### src/rtl/data_memory_sized.sv
// RV32I data memory: byte-addressed, word-organised, registered read with fault reporting
// and a sequential clear engine that zeroes every word after reset.
module data_memory_sized #(
    parameter int DEPTH          = 64,
    parameter bit CLEAR_ON_RESET = 1'b1
) (
    input  logic        clock,
    input  logic        reset,
    input  logic [31:0] address,
    input  logic [31:0] writeData,
    input  logic        memWrite,
    input  logic        memRead,
    input  logic [2:0]  funct3,
    output logic [31:0] readData,
    output logic        readValid,
    output logic        fault,
    output logic        busy
);

    localparam int AW = $clog2(DEPTH);
    localparam logic [AW-1:0] LAST_IDX = AW'(DEPTH - 1);

    typedef enum logic {
        IDLE,
        CLEAR
    } state_t;

    localparam state_t RESET_STATE = CLEAR_ON_RESET ? CLEAR : IDLE;

    logic [31:0] mem [DEPTH];

    state_t        state_q, state_d;
    logic [AW-1:0] clearIdx_q, clearIdx_d;
    logic [31:0]   readData_q, readData_d;
    logic          readValid_q, readValid_d;
    logic          fault_q, fault_d;

    logic [AW-1:0] wordIdx;
    logic [1:0]    lane;
    logic          isStore;
    logic          isLoad;
    logic          outOfRange;
    logic          misaligned;
    logic          illegalOp;
    logic          reqFault;
    logic          storeCommit;
    logic          clearWrite;
    logic [3:0]    byteEn;
    logic [31:0]   storeWord;
    logic [31:0]   laneShifted;
    logic [31:0]   loadValue;

    assign wordIdx = address[AW+1:2];
    assign lane    = address[1:0];
    assign isStore = memWrite;
    assign isLoad  = memRead & ~memWrite;

    // Request classification: any of range, alignment or opcode problems rejects the access.
    always_comb begin
        outOfRange = (address[31:AW+2] != '0);
        misaligned = 1'b0;
        illegalOp  = 1'b0;
        case (funct3)
            3'b000:  misaligned = 1'b0;
            3'b001:  misaligned = lane[0];
            3'b010:  misaligned = (lane != 2'b00);
            3'b100:  illegalOp  = isStore;
            3'b101: begin
                misaligned = lane[0];
                illegalOp  = isStore;
            end
            default: illegalOp  = 1'b1;
        endcase
        reqFault = (isStore | isLoad) & (outOfRange | misaligned | illegalOp);
    end

    assign clearWrite  = (state_q == CLEAR);
    assign storeCommit = (state_q == IDLE) & isStore & ~reqFault;

    always_comb begin
        byteEn    = 4'b0000;
        storeWord = writeData;
        case (funct3)
            3'b000: begin
                byteEn    = 4'b0001 << lane;
                storeWord = {4{writeData[7:0]}};
            end
            3'b001: begin
                byteEn    = lane[1] ? 4'b1100 : 4'b0011;
                storeWord = {2{writeData[15:0]}};
            end
            3'b010: begin
                byteEn    = 4'b1111;
                storeWord = writeData;
            end
            default: begin
                byteEn    = 4'b0000;
                storeWord = writeData;
            end
        endcase
    end

    always_comb begin
        laneShifted = mem[wordIdx] >> {lane, 3'b000};
        loadValue   = laneShifted;
        case (funct3)
            3'b000:  loadValue = {{24{laneShifted[7]}}, laneShifted[7:0]};
            3'b001:  loadValue = {{16{laneShifted[15]}}, laneShifted[15:0]};
            3'b100:  loadValue = {24'b0, laneShifted[7:0]};
            3'b101:  loadValue = {16'b0, laneShifted[15:0]};
            default: loadValue = laneShifted;
        endcase
    end

    // Storage is not reset; the clear engine zeroes it word by word instead.
    always_ff @(posedge clock) begin
        if (!reset) begin
            if (clearWrite) begin
                mem[clearIdx_q] <= '0;
            end else if (storeCommit) begin
                for (int b = 0; b < 4; b++) begin
                    if (byteEn[b]) begin
                        mem[wordIdx][8*b +: 8] <= storeWord[8*b +: 8];
                    end
                end
            end
        end
    end

    always_comb begin
        state_d     = state_q;
        clearIdx_d  = clearIdx_q;
        readData_d  = readData_q;
        readValid_d = 1'b0;
        fault_d     = 1'b0;
        case (state_q)
            CLEAR: begin
                clearIdx_d = clearIdx_q + 1'b1;
                if (clearIdx_q == LAST_IDX) begin
                    state_d = IDLE;
                end
            end
            IDLE: begin
                if (isStore) begin
                    fault_d = reqFault;
                end else if (isLoad) begin
                    readValid_d = 1'b1;
                    fault_d     = reqFault;
                    readData_d  = reqFault ? 32'h0 : loadValue;
                end
            end
            default: state_d = IDLE;
        endcase
    end

    always_ff @(posedge clock) begin
        if (reset) begin
            state_q     <= RESET_STATE;
            clearIdx_q  <= '0;
            readData_q  <= '0;
            readValid_q <= 1'b0;
            fault_q     <= 1'b0;
        end else begin
            state_q     <= state_d;
            clearIdx_q  <= clearIdx_d;
            readData_q  <= readData_d;
            readValid_q <= readValid_d;
            fault_q     <= fault_d;
        end
    end

    assign readData  = readData_q;
    assign readValid = readValid_q;
    assign fault     = fault_q;
    assign busy      = (state_q == CLEAR);

endmodule

### config.mk
export PLATFORM = sky130hd
export DESIGN_NAME = data_memory_sized
export DESIGN_NICKNAME = d
export VERILOG_FILES = /design/src/rtl/data_memory_sized.sv
export SDC_FILE = /design/constraint.sdc
export NUM_CORES = 2
export LEC_CHECK = 0
export BUFFER_PORTS_ARGS = -buffer_cell sky130_fd_sc_hd__buf_2
export CORE_MARGIN = 2
export CORE_UTILIZATION = 47
export CTS_BUF_LIST = sky130_fd_sc_hd__clkbuf_4 sky130_fd_sc_hd__clkbuf_8
export DETAILED_ROUTE_END_ITERATION = 8
export GPL_TIMING_DRIVEN = 0
export PLACE_DENSITY = 0.66
export SETUP_SLACK_MARGIN = 0.02
export SYNTH_ARGS = -nofsm -noshare
export SYNTH_HDL_FRONTEND = slang
export SYNTH_SLANG_ARGS = --single-unit
### constraint.sdc
create_clock -name clock -period 7.5 [get_ports clock]
set_input_delay 0.375 -clock clock [delete_from_list [all_inputs] [get_ports clock]]
set_output_delay 0.375 -clock clock [all_outputs]
set_load 0.03 [all_outputs]
==> results by group <==
Global routing
  – Vias in the first global route: approximately 46000
  – First-pass GRT wire length: 406000 um
  – Grt total ovfl: 0
  – Total Routing Usage GR: 0.344
  – Met3 Use GR: 0.122
  – GR Util met2: 0.490
  – Busiest grt layer: met2
  – Grt met1 use: 0.440
  – Antenna violations before repair: 22
  – Pin count of the biggest net entering global routing: 57

Synthesis
  – Sequential element share of the synthesized area: 0.758
  – Compound-Gate Fraction of Synth Area: 0.0283
  – Syn. warnings: 0
  – Mapped cell area: 82200 um2
  – Yosys top cell area share: 0.748
  – Synth Area in Adders: 0.000152
  – Cell variety after synth: 74
  – Largest family of logic cells by synthesized area: multiplexers
  – Yosys reg bits: 2089
  – Post-synthesis xor/xnor area fraction: 0.000426
  – Synthesized instance count: roughly 4000
  – Syn Area/Cell: 20.5 um2
  – Post-Syn Nets: between 4000 and 5000
  – Number of flops mapped to enable cells by yosys: approximately 2000
  – Simple-Gate Fraction of Synth Area: 0.0339
  – Mux contribution to synthesized area: 0.162
  – Synth Flop Type: edfxtp_1
  – Synth area leaders: edfxtp_1 75%, mux4_2 14%, mux2i_1 2.3%
  – Most numerous cell in the Yosys netlist: edfxtp_1
  – Async S/R FF share, synth: 0
  – Most frequent cells after synthesis: 2048 x edfxtp_1, 496 x mux4_2, 319 x nor2_1
  – Yosys top cell by area: edfxtp_1

Die
  – Starting Density: 0.473
  – IO Count: 106
  – Core area: 174000 um2
  – Chip width: 422 um
  – Core Rows: 153
  – Die Y: about 420 um
  – Die area: 178000 um2

Route
  – Post-route ant nets: 0
  – Vias: around 49000
  – DR DRC count: 0
  – Drt via density: 6.80
  – Final wirelength: between 300000 and 400000 um
  – First-pass iteration count of the detailed router: 9
  – Drt initial violations: ~9400
  – Routed length per instance: 43.1 um

Timing
  – Final hold violations: 3
  – Slew margin rel.: -0.162
  – FMAX: approximately 0.16 GHz
  – Min Clock Period, post-route: 6.15 ns
  – Worst Max-Slew Pin Slew: approximately 1.7 ns
  – RSZ-0062 raised after global routing: no
  – Max Transition Viols Final: roughly 220
  – Hold WS: -0.0297 ns
  – Final WS setup: 1.35 ns
  – Post-route clock period utilization: 0.819
  – Total Neg Setup Slack: 0 ns
  – Setup Skew: roughly 0.13 ns
  – Number of setup violations in the final report: 0

Outcome
  – Outcome: complete, but fails checks
  – Failing checks: hold timing, capacitance limit, slew limit

Layout
  – # nets final: 4652
  – Core Util, Final: 0.542
  – P&R area growth vs syn: 14.6%
  – Design area: 94200 um2
  – Final Non-Filler Cells: 7164
  – Layout cell share with drive strength beyond 1: 0.286

Worst setup path
  – Worst Path Max Fanout: 11
  – CP Capture Type: flip-flop
  – Crit Path Category: input pin to flip-flop
  – CP startpoint kind: input pin
  – Critical Path AT: 7.07 ns
  – Critical Path RT: around 8.4 ns

Power and ir drop
  – Tot Pwr: 23.6 mW
  – Leak: 25.7 nW
  – Power per cell area: 251 nW/um2
  – VDD IR max: 226 uV

Place
  – Post-Place Setup Slack: 1.09 ns
  – HPWL after DPL: between 200000 and 250000 um
  – IO Port Bufs: 103
  – Cell Count Post-Placement: about 6500
  – Placed cell area: 87200 um2
  – Gpl congestion: 1.06

Flow run
  – Max Cap Viol: 23

Clock network
  – H-tree depth: 5
  – CTS root buffer: clkbuf_8
  – Sink Count: 2089
  – TritonCTS clock tree: built
  – CTS max path bufs: 4
  – Worst-Skew Late Latency: 1.11 ns
  – Total CTS buffers: 350
  – Post-CTS setup buffers: 0
  – Clk slew on worst S/H paths: 0.06 ns

Hold path
  – Type of the worst min-delay path: input pin to flip-flop
-- cells in the final DEF, fill, tap and decap left out, types with 83 or more instances in the layout --
cell type	n
clkbuf_1	83
edfxtp_1	2048
mux2i_1	190
a22oi_1	106
nand2_1	153
mux4_2	496
clkbuf_4	106
buf_2	158
nor2_1	313
clkbuf_8	367
clkinv_1	86
-- what timing repair did --
item                                   CTS  global route
hold buffers                            49             0
endpoints found under the hold margin  541             0
resized for setup                        0             0
-- layer usage --
layer,up-vias,share of wire
met5,-,0.00023
met4,4,0.085
met3,1043,0.15
met2,4383,0.43
met1,25500,0.34
li1,17800,-
-- path summary, 6_finish.rpt --
kind                             startpoint           end  slack (ns)  cells after the start
worst max register to register         busy   mem[60][13]        1.99                      6
worst min-delay path              funct3[2]  readData[23]       -0.03                      4
worst max-delay path             address[3]   readData[1]        1.35                     15
worst min register to register  readData[0]   readData[0]        0.51                      2
-- cells by family (layout without fill, tap and decap cells) --
group / after synthesis / after routing
AOI/OAI and AO/OA: 328 / 328
xor gates and xnor gates: 4 / 4
adders and majority gates: 1 / 1
buffers and inverters: 249 / 1054
DFF: 2089 / 2089
muxes: 705 / 705
other: 0 / 17
and+or+nand+nor: 641 / 641
-- registers in the layout, indices dropped and copies added, names as in the netlist --
register and cells:
clearIdx_q 6, readData 32, busy 1, readValid 1, mem 2048, fault 1
-- final cells by class --
type	instances	area, um2
buffer	238	1460
sequential	2089	62300
tap	2325	2910
inverter	11	41.3
fill	13500	79600
timing repair buffer	211	2240
clock inverter	121	578
clock buffer	473	5850
antenna	17	42.5
multi-input combinational	1679	18800
-- power breakdown --
part / switching, mW / internal, mW / total [mW]
clock: 4.62 / 5.08 / 9.71
sequential: 0.0105 / 12.7 / 12.7
combinational: 0.916 / 0.317 / 1.23
total: 5.55 / 18.1 / 23.6
-- worst max-delay path: stages --
cell,delay [ns]
buf_2,0.20
buf_4,0.35
buf_2,0.53
buf_2,0.56
buf_2,0.84
buf_2,0.84
buf_1,0.68
buf_16,0.23
mux4_2,0.32
mux2i_1,0.33
a21oi_1,0.12
a311oi_1,0.72
o211a_1,0.25
a21oi_1,0.04
dlygate4sd3_1,0.55
(Power assumes the default switching activity.)
